--- src/rtl/wrr_arbiter_if.sv ---
// rtl/wrr_arbiter_if.sv - request/grant bundle between requester queues and the weighted round-robin arbiter
interface wrr_arbiter_if #(
    parameter int NUM_REQ  = 4,
    parameter int WEIGHT_W = 4
);
    localparam int ID_W = $clog2(NUM_REQ);

    logic [NUM_REQ-1:0]          req;
    logic [NUM_REQ*WEIGHT_W-1:0] weight;
    logic                        ack;
    logic [NUM_REQ-1:0]          gnt;
    logic                        gnt_valid;
    logic [ID_W-1:0]             gnt_id;
    logic                        gnt_last;

    modport master (
        output req, weight, ack,
        input  gnt, gnt_valid, gnt_id, gnt_last
    );

    modport slave (
        input  req, weight, ack,
        output gnt, gnt_valid, gnt_id, gnt_last
    );
endinterface

--- src/rtl/wrr_arbiter.sv ---
// rtl/wrr_arbiter.sv - weighted round-robin arbiter with registered one-hot grant and per-grant beat budget
module wrr_arbiter #(
    parameter int NUM_REQ  = 4,
    parameter int WEIGHT_W = 4
) (
    input  logic          clk,
    input  logic          rst,
    wrr_arbiter_if.slave  bus
);
    localparam int ID_W = $clog2(NUM_REQ);

    typedef enum logic {IDLE, GRANT} state_t;

    state_t              state_q, state_n;
    logic [NUM_REQ-1:0]  gnt_q, gnt_n;
    logic [ID_W-1:0]     id_q, id_n;
    logic [WEIGHT_W-1:0] cnt_q, cnt_n;
    logic [NUM_REQ-1:0]  ptr_q, ptr_n;

    logic [ID_W-1:0]     ptr_idx;
    logic [ID_W-1:0]     base_idx;
    logic                pick_any;
    logic [ID_W-1:0]     pick_idx;
    logic [WEIGHT_W-1:0] pick_weight;
    logic [WEIGHT_W-1:0] load_cnt;
    logic                owner_req;
    logic                rel_end;
    logic                bud_end;
    logic                grant_end;
    int                  j;

    always_comb begin
        ptr_idx = '0;
        for (int i = 0; i < NUM_REQ; i++) begin
            if (ptr_q[i]) ptr_idx = ID_W'(i);
        end
    end

    assign owner_req = bus.req[id_q];
    assign rel_end   = (state_q == GRANT) && !owner_req;
    assign bud_end   = (state_q == GRANT) && owner_req && bus.ack && (cnt_q == WEIGHT_W'(1));
    assign grant_end = rel_end || bud_end;

    // While granting, scan from the slot after the owner so the owner ends up lowest priority;
    // this equals the rotated pointer that gets committed on grant end.
    assign base_idx = (state_q == IDLE) ? ptr_idx :
                      (id_q == ID_W'(NUM_REQ-1)) ? '0 : id_q + ID_W'(1);

    always_comb begin
        pick_any = 1'b0;
        pick_idx = '0;
        j        = 0;
        for (int k = NUM_REQ-1; k >= 0; k--) begin
            j = int'(base_idx) + k;
            if (j >= NUM_REQ) j = j - NUM_REQ;
            if (bus.req[ID_W'(j)]) begin
                pick_any = 1'b1;
                pick_idx = ID_W'(j);
            end
        end
    end

    assign pick_weight = bus.weight[int'(pick_idx)*WEIGHT_W +: WEIGHT_W];
    assign load_cnt    = (pick_weight == '0) ? WEIGHT_W'(1) : pick_weight;

    always_comb begin
        state_n = state_q;
        gnt_n   = gnt_q;
        id_n    = id_q;
        cnt_n   = cnt_q;
        ptr_n   = ptr_q;
        case (state_q)
            IDLE: begin
                if (pick_any) begin
                    state_n = GRANT;
                    gnt_n   = {{(NUM_REQ-1){1'b0}}, 1'b1} << pick_idx;
                    id_n    = pick_idx;
                    cnt_n   = load_cnt;
                end
            end
            GRANT: begin
                if (grant_end) begin
                    ptr_n = {gnt_q[NUM_REQ-2:0], gnt_q[NUM_REQ-1]};
                    if (pick_any) begin
                        gnt_n = {{(NUM_REQ-1){1'b0}}, 1'b1} << pick_idx;
                        id_n  = pick_idx;
                        cnt_n = load_cnt;
                    end else begin
                        state_n = IDLE;
                        gnt_n   = '0;
                    end
                end else if (bus.ack) begin
                    cnt_n = cnt_q - WEIGHT_W'(1);
                end
            end
            default: begin
                state_n = IDLE;
                gnt_n   = '0;
            end
        endcase
    end

    always_ff @(posedge clk) begin
        if (rst) begin
            state_q <= IDLE;
            gnt_q   <= '0;
            id_q    <= '0;
            cnt_q   <= '0;
            ptr_q   <= {{(NUM_REQ-1){1'b0}}, 1'b1};
        end else begin
            state_q <= state_n;
            gnt_q   <= gnt_n;
            id_q    <= id_n;
            cnt_q   <= cnt_n;
            ptr_q   <= ptr_n;
        end
    end

    assign bus.gnt       = gnt_q;
    assign bus.gnt_valid = (state_q == GRANT);
    assign bus.gnt_id    = id_q;
    assign bus.gnt_last  = bud_end;
endmodule

--- src/flat_wrapper.sv ---
// flat-port wrapper written by rule: the top's interface ports become plain ports
module wrr_arbiter_flat 
#(
    parameter int NUM_REQ  = 4,
    parameter int WEIGHT_W = 4
)
  (clk, rst, bus_req, bus_weight, bus_ack, bus_gnt, bus_gnt_valid, bus_gnt_id, bus_gnt_last);
  wrr_arbiter_if #(.NUM_REQ(NUM_REQ), .WEIGHT_W(WEIGHT_W)) bus_i ();
  input  logic clk;
  input  logic rst;
  input wire logic [$bits(bus_i.req)-1:0] bus_req;
  input wire logic [$bits(bus_i.weight)-1:0] bus_weight;
  input wire logic [$bits(bus_i.ack)-1:0] bus_ack;
  output wire logic [$bits(bus_i.gnt)-1:0] bus_gnt;
  output wire logic [$bits(bus_i.gnt_valid)-1:0] bus_gnt_valid;
  output wire logic [$bits(bus_i.gnt_id)-1:0] bus_gnt_id;
  output wire logic [$bits(bus_i.gnt_last)-1:0] bus_gnt_last;
  assign bus_i.req = bus_req;
  assign bus_i.weight = bus_weight;
  assign bus_i.ack = bus_ack;
  assign bus_gnt = bus_i.gnt;
  assign bus_gnt_valid = bus_i.gnt_valid;
  assign bus_gnt_id = bus_i.gnt_id;
  assign bus_gnt_last = bus_i.gnt_last;
  wrr_arbiter #(.NUM_REQ(NUM_REQ), .WEIGHT_W(WEIGHT_W)) u_core (.clk(clk), .rst(rst), .bus(bus_i));
endmodule
--- config.mk ---
export PLATFORM = sky130hd
export DESIGN_NAME = wrr_arbiter_flat
export DESIGN_NICKNAME = d
export VERILOG_FILES = /design/src/rtl/wrr_arbiter_if.sv /design/src/rtl/wrr_arbiter.sv /design/src/flat_wrapper.sv
export SDC_FILE = /design/constraint.sdc
export NUM_CORES = 1
export LEC_CHECK = 0
export CORE_MARGIN = 5
export CORE_UTILIZATION = 46
export DETAILED_ROUTE_END_ITERATION = 8
export PLACE_DENSITY = 0.8
export SYNTH_ARGS = -nofsm -noshare
export SYNTH_HDL_FRONTEND = slang
export SYNTH_SLANG_ARGS = --single-unit
--- constraint.sdc ---
create_clock -name clk -period 3.14 [get_ports clk]
set_clock_uncertainty 0.2 [all_clocks]
set_input_delay 0.471 -clock clk [delete_from_list [all_inputs] [get_ports clk]]
set_output_delay 0.471 -clock clk [all_outputs]
set_load 0.03 [all_outputs]
After elaboration in Yosys (flattened, before gate mapping). Cells that the tools add are included. Widths: inputs -> output; s select.

Bits in registers: 15. Bits in latches: 0. RAM bits: 0. Bits in read-only memories: 0. Input port bits: 23. Logic and storage cells: 86. Memories: 0.

Add/sub/neg operators: 9. Multipliers: 0. Divide/modulo/power cells: 0. $lt $le $gt $ge: 9. Eq/ne operators: 5. Shift-type cells: 2. Mux-type cells: 46. Bitwise gates (word level): 1. Reduce and logical (&&, ||, !) cells: 9.

Operators by type and width (number): $mux 2 (14); $mux 4 (7); $lt 2x4->1 const B (4); $mux 1 (16); $pmux 4 s2 (2); $shiftx 16x5->4 (1); $bmux 1 s2 (5); $ge 3x3->1 const B (3); $sub 2x1->2 const B (4); $add 2x2->3 const B (2); $eq 4x1->1 const B (1); $logic_and 1x1->1 (4); $logic_not 4->1 (1); $pmux 2 s2 (1); $reduce_and 2->1 (2); $shl 1x2->4 const A (1); $sub 4x1->4 const B (1); $add 2x1->3 const B (1); $ge 2x3->1 const B (1); $lt 2x3->1 const B (1); $ne 3x3->1 const B (1); $add 2x1->2 const B (1); $eq 2x2->1 const B (1); $ne 2x1->1 const B (1); 5 further kinds (5).

Depth between registers and ports, before layout.
Word-level depth: 20. Gate-level depth with buffers: 10.

Least setup slack after synthesis. No wires, ideal clock.

Path type: flip-flop to flip-flop. Start point: register u_core.id_q[0] (netlist: u_core.bus.gnt_id[0]). End point: register u_core.cnt_q[0]. Arrival time: 2.686 ns. Setup slack: 0.174 ns. Cell stages (with the launch flop): 10. Path through: dfxtp_1 > ha_1 > and2b_1 > nor2_1 > o21ai_0 > a211oi_4 > mux2i_1 > mux2i_1 > or3_1 > a211oi_2.

Cells in the longest elaborated chain, start to end: 19. Elaborated cells on any way between the ends: 54. Classes of those cells: 8 x add/sub; 4 x order compare; 2 x eq/ne; 1 x shift; 32 x mux; 7 x reduce/logical.

Ends and longest elaborated chain: from (decl) (RTL line wrr_arbiter.sv:16) `logic [ID_W-1:0] id_q, id_n;`; from (signal assigned) (RTL line wrr_arbiter.sv:113) `id_q <= id_n;`; $add 2x1->2 or $eq 2x2->1 (tied branches) (RTL line wrr_arbiter.sv:47) `(id_q == ID_W'(NUM_REQ-1)) ? '0 : id_q + ID_W'(1);`; $mux 2 (RTL line wrr_arbiter.sv:47); $mux 2 (RTL line wrr_arbiter.sv:46) `assign base_idx = (state_q == IDLE) ? ptr_idx :`; $add 2x2->3 (RTL line wrr_arbiter.sv:54) `j = int'(base_idx) + k;`; $ge 3x3->1 or $sub 2x1->2 (tied branches) (RTL line wrr_arbiter.sv:55) `if (j >= NUM_REQ) j = j - NUM_REQ;`; $mux 2 (RTL line wrr_arbiter.sv:55); $bmux 1 s2 (RTL line wrr_arbiter.sv:56) `if (bus.req[ID_W'(j)]) begin`; $mux 1 (implied by the code) (2 in a row) (RTL line wrr_arbiter.sv:56); $mux 2 (4 in a row) (RTL line wrr_arbiter.sv:56); $shiftx 16x5->4 (RTL line wrr_arbiter.sv:63) `assign pick_weight = bus.weight[int'(pick_idx)*WEIGHT_W +: WEIGHT_W];`; $logic_not 4->1 (RTL line wrr_arbiter.sv:64) `assign load_cnt = (pick_weight == '0) ? WEIGHT_W'(1) : pick_weight;`; $mux 4 (RTL line wrr_arbiter.sv:64); $mux 4 (RTL line wrr_arbiter.sv:74, wrr_arbiter.sv:84); $mux 4 (RTL line wrr_arbiter.sv:82) `if (grant_end) begin`; $pmux 4 s2 (RTL line wrr_arbiter.sv:72) `case (state_q)`; to (signal assigned) (RTL line wrr_arbiter.sv:114) `cnt_q <= cnt_n;`; to (decl) (RTL line wrr_arbiter.sv:17) `logic [WEIGHT_W-1:0] cnt_q, cnt_n;`.

Parallel ways exist; a longest one is shown, timed or not. The select of a mux whose other input is x is not followed. A chain may end at the register's enable or synchronous reset.

Worst setup path after layout.
Start point: input bus_req[0]. End point: output bus_gnt_last.

Cells in the longest elaborated chain, start to end: 5.

Ends and longest elaborated chain: from (decl) (RTL line flat_wrapper.sv:11) `input wire logic [$bits(bus_i.req)-1:0] bus_req;`; $bmux 1 s2 (RTL line wrr_arbiter.sv:39) `assign owner_req = bus.req[id_q];`; $mux 1 (implied by the code) (RTL line wrr_arbiter.sv:39); $logic_and 1x1->1 (3 in a row) (RTL line wrr_arbiter.sv:41) `assign bud_end = (state_q == GRANT) && owner_req && bus.ack && (cnt_q == WEIGHT_W'(1));`; to (decl) (RTL line flat_wrapper.sv:17) `output wire logic [$bits(bus_i.gnt_last)-1:0] bus_gnt_last;`.

Every way passes these cells. The select of a mux whose other input is x is not followed.

==> metrics.txt <==
clock slew at the register clock pins of the worst setup and hold paths=0.09 ns; slowest stage cell on the critical path=clkdlybuf4s50_1; LEAKAGE=0.5669 nW; Setup Buffers After CTS=0; final worst path period need=2.999 ns; post-route ant nets=0; R2R cell count=10; Worst EP required=roughly 2.5 ns; PwrDens=452.6 nW/um2; Post-Syn Area=roughly 1000 um2; Synth top area share=a little over a quarter; first-pass GRT wire length=4.823 mm; Top cell by count, worst path=clkdlybuf4s50_1; Period Utilization, post-route=95.49%; maxcap violations=0; CP endpoint kind=output port; measured slew at the worst slew-check pin=0.5223 ns; final setup vio count=0; routability cong.=0.9840; max incr delay on CP=0.59 ns; drt wl/cell=approximately 14 um; IO Count=31; number of flops mapped to enable cells by yosys=0; pre-CTS setup slack=0.1148 ns; Fin. Hold Viols=0; DR vias=1088; Most used DFF post-synth=dfxtp_1; crit-path leading delay family=buffers and inverters; total track usage=17.97%; FP Rows=17; die height=about 58 um; die width=slightly below 60 um; Ys Warns=0; cell taking the most area after synthesis=dfxtp_1; die area=3337 um2; Yosys cell types=37; CP Depth=5; drt first pass iters=4; Detail Placement HPWL=approximately 2.2 mm; Via density=5.667; CTS buffer count=3; CP Buf/Inv Count=2; sequential-to-total area share from yosys stat=26.70%; Final Max Tran Viols=0; number of diodes=0; outcome=finished clean; RSZ-0062 raised after global routing=false; setup tns final=0 ns; later-pin clock latency in the skew report=0.28 ns; Worst Hold Depth=2; hold_buf cts=0; WL final=2.749 mm; Layout Area Growth over Synthesis=36.47%; # port buffers=30; initial antenna violation count=0; worst hold path class=reg2reg; fin cells=192; crit path DAT=2.33 ns; Resized cells post-CTS=0; pin count of the biggest net entering global routing=15; total congestion overflow=0; fin nets=191; final hold slack=0.3030 ns; maximum fanout along the worst path=9; CP Cell Sequence=clkdlybuf4s50_1 -> mux4_2 -> nand2_1 -> nor2_1 -> clkdlybuf4s50_1; Peak VDD IR=0.2599 mV; Post-Syn Area per Cell=about 8.1 um2; Core Box Area=2191 um2; Rel. slew slack=approximately 65%; WS Path Type=in2out; layout cells sized above 1=10.98%; # placed instances=188; # H-tree levels=1; Setup crit start kind=input port; Initial Util=between 40% and 50%; CTS tree=yes; Mapped Cells=129; synth top area cells=dfxtp_1, mux2i_1, nor2_1; Max Freq=333.5 MHz; clock root cell=clkbuf_4; clk sink count=14; worst setup margin=about 0.14 ns; ys async rst share=0%; number of remaining DRC errors=0; #FFs+latches synth=14; vias in the first global route=1128; 1st-iter DRT viols=51; Synthesized Nets=155; CTS Buffer Depth=2
tightest hold or removal path, cell delays in order, from the launching register on:
cell	delay [ns]
dfxtp_1	0.33
mux2i_1	0.06
nor2_1	0.07
layout make-up:
cell class	instances	area, um2
timing repair buffer	36	345.3
fill	196	758.2
tap	28	35.03
sequential	14	280.3
clock buffer	4	36.28
multi-input combinational	104	713.2
inverter	6	22.52
where the power goes:
group / switching (W) / internal (W) / total (W) / leakage [nW]
clock: 0.0000608 / 0.0000705 / 0.000131 / 0.0210
sequential: 0.0000230 / 0.000199 / 0.000222 / 0.115
combinational: 0.000152 / 0.000144 / 0.000295 / 0.431
cells in the final DEF (no fill, tap or decap), drive strengths merged:
cell / count
or2: 1
buf: 6
o22ai: 3
ha: 3
a22oi: 4
mux2i: 15
o41ai: 1
nor2b: 2
o31a: 2
nor3: 5
nor4: 1
nand3: 2
and3: 1
a22o: 1
a211oi: 4
or3: 1
and4bb: 1
o211ai: 1
inv: 6
o221ai: 1
nand2: 6
a221oi: 2
nor2: 21
dfxtp: 14
clkdlybuf4s50: 30
mux4: 1
and2b: 2
or2b: 1
o21ai: 9
nor3b: 2
clkbuf: 4
and2: 1
a21oi: 10
final timing paths:
kind,start,to,slack (ns)
min,u_core.ptr_q[1],u_core.ptr_q[1],0.30
max,bus_req[0],bus_gnt_last,0.14
min reg2reg,u_core.ptr_q[1],u_core.ptr_q[1],0.30
max reg2reg,u_core.bus.gnt_id[1],u_core.cnt_q[0],0.16
synth_stat cells (2+ instances only):
library cell	instances
a211oi_1	2
a21oi_1	10
a221oi_1	2
a22oi_1	4
and2b_1	2
buf_6	2
clkbuf_1	3
dfxtp_1	14
ha_1	3
inv_1	6
mux2i_1	15
nand2_1	6
nand3_1	2
nor2_1	20
nor2b_1	2
nor3_1	5
nor3b_1	2
o21ai_0	8
o22ai_1	3
sequential cells by signal (all words and copies together), names as in the netlist:
register and flops:
u_core.cnt_q 4, u_core.bus.gnt_id 2, u_core.bus.gnt_valid 1, u_core.bus.gnt 4
u_core.ptr_q 3
per-stage QoR:
step | util, % | cell area (um2) | total power, W
after floorplan | - | 1050 | 0.0004211
after global placement | 63.74 | 1396 | 0.0005097
after detailed placement | 63.74 | 1396 | 0.0005179
after CTS | 65.39 | 1433 | 0.0006505
after global routing | 65.39 | 1433 | 0.0007016
final | 65.39 | 1433 | 0.0006484
logic make-up (layout without fill, tap and decap cells):
| group | Yosys count | count (layout) | share of synthesized area (%) |
|---|---|---|---|
| AO/OA/AOI/OAI | 38 | 38 | 25.63 |
| multiplexers | 16 | 16 | 16.45 |
| flip-flops | 14 | 14 | 26.70 |
| AND/OR/NAND/NOR | 47 | 47 | 22.29 |
| buffers and inverters | 11 | 46 | 5.363 |
| adder cells (fa/ha/maj) | 3 | 3 | 3.576 |
routing by layer:
metal | up-vias | part of all wire, % | track usage [%]
li1 | 545 | - | -
met1 | 491 | 45 | 22.99
met2 | 50 | 46 | 28.39
met3 | 2 | 8.4 | 4.454
met4 | 0 | 0.44 | 7.947
met5 | - | 0 | 0
No activity file was read; power rests on OpenSTA's default activity.
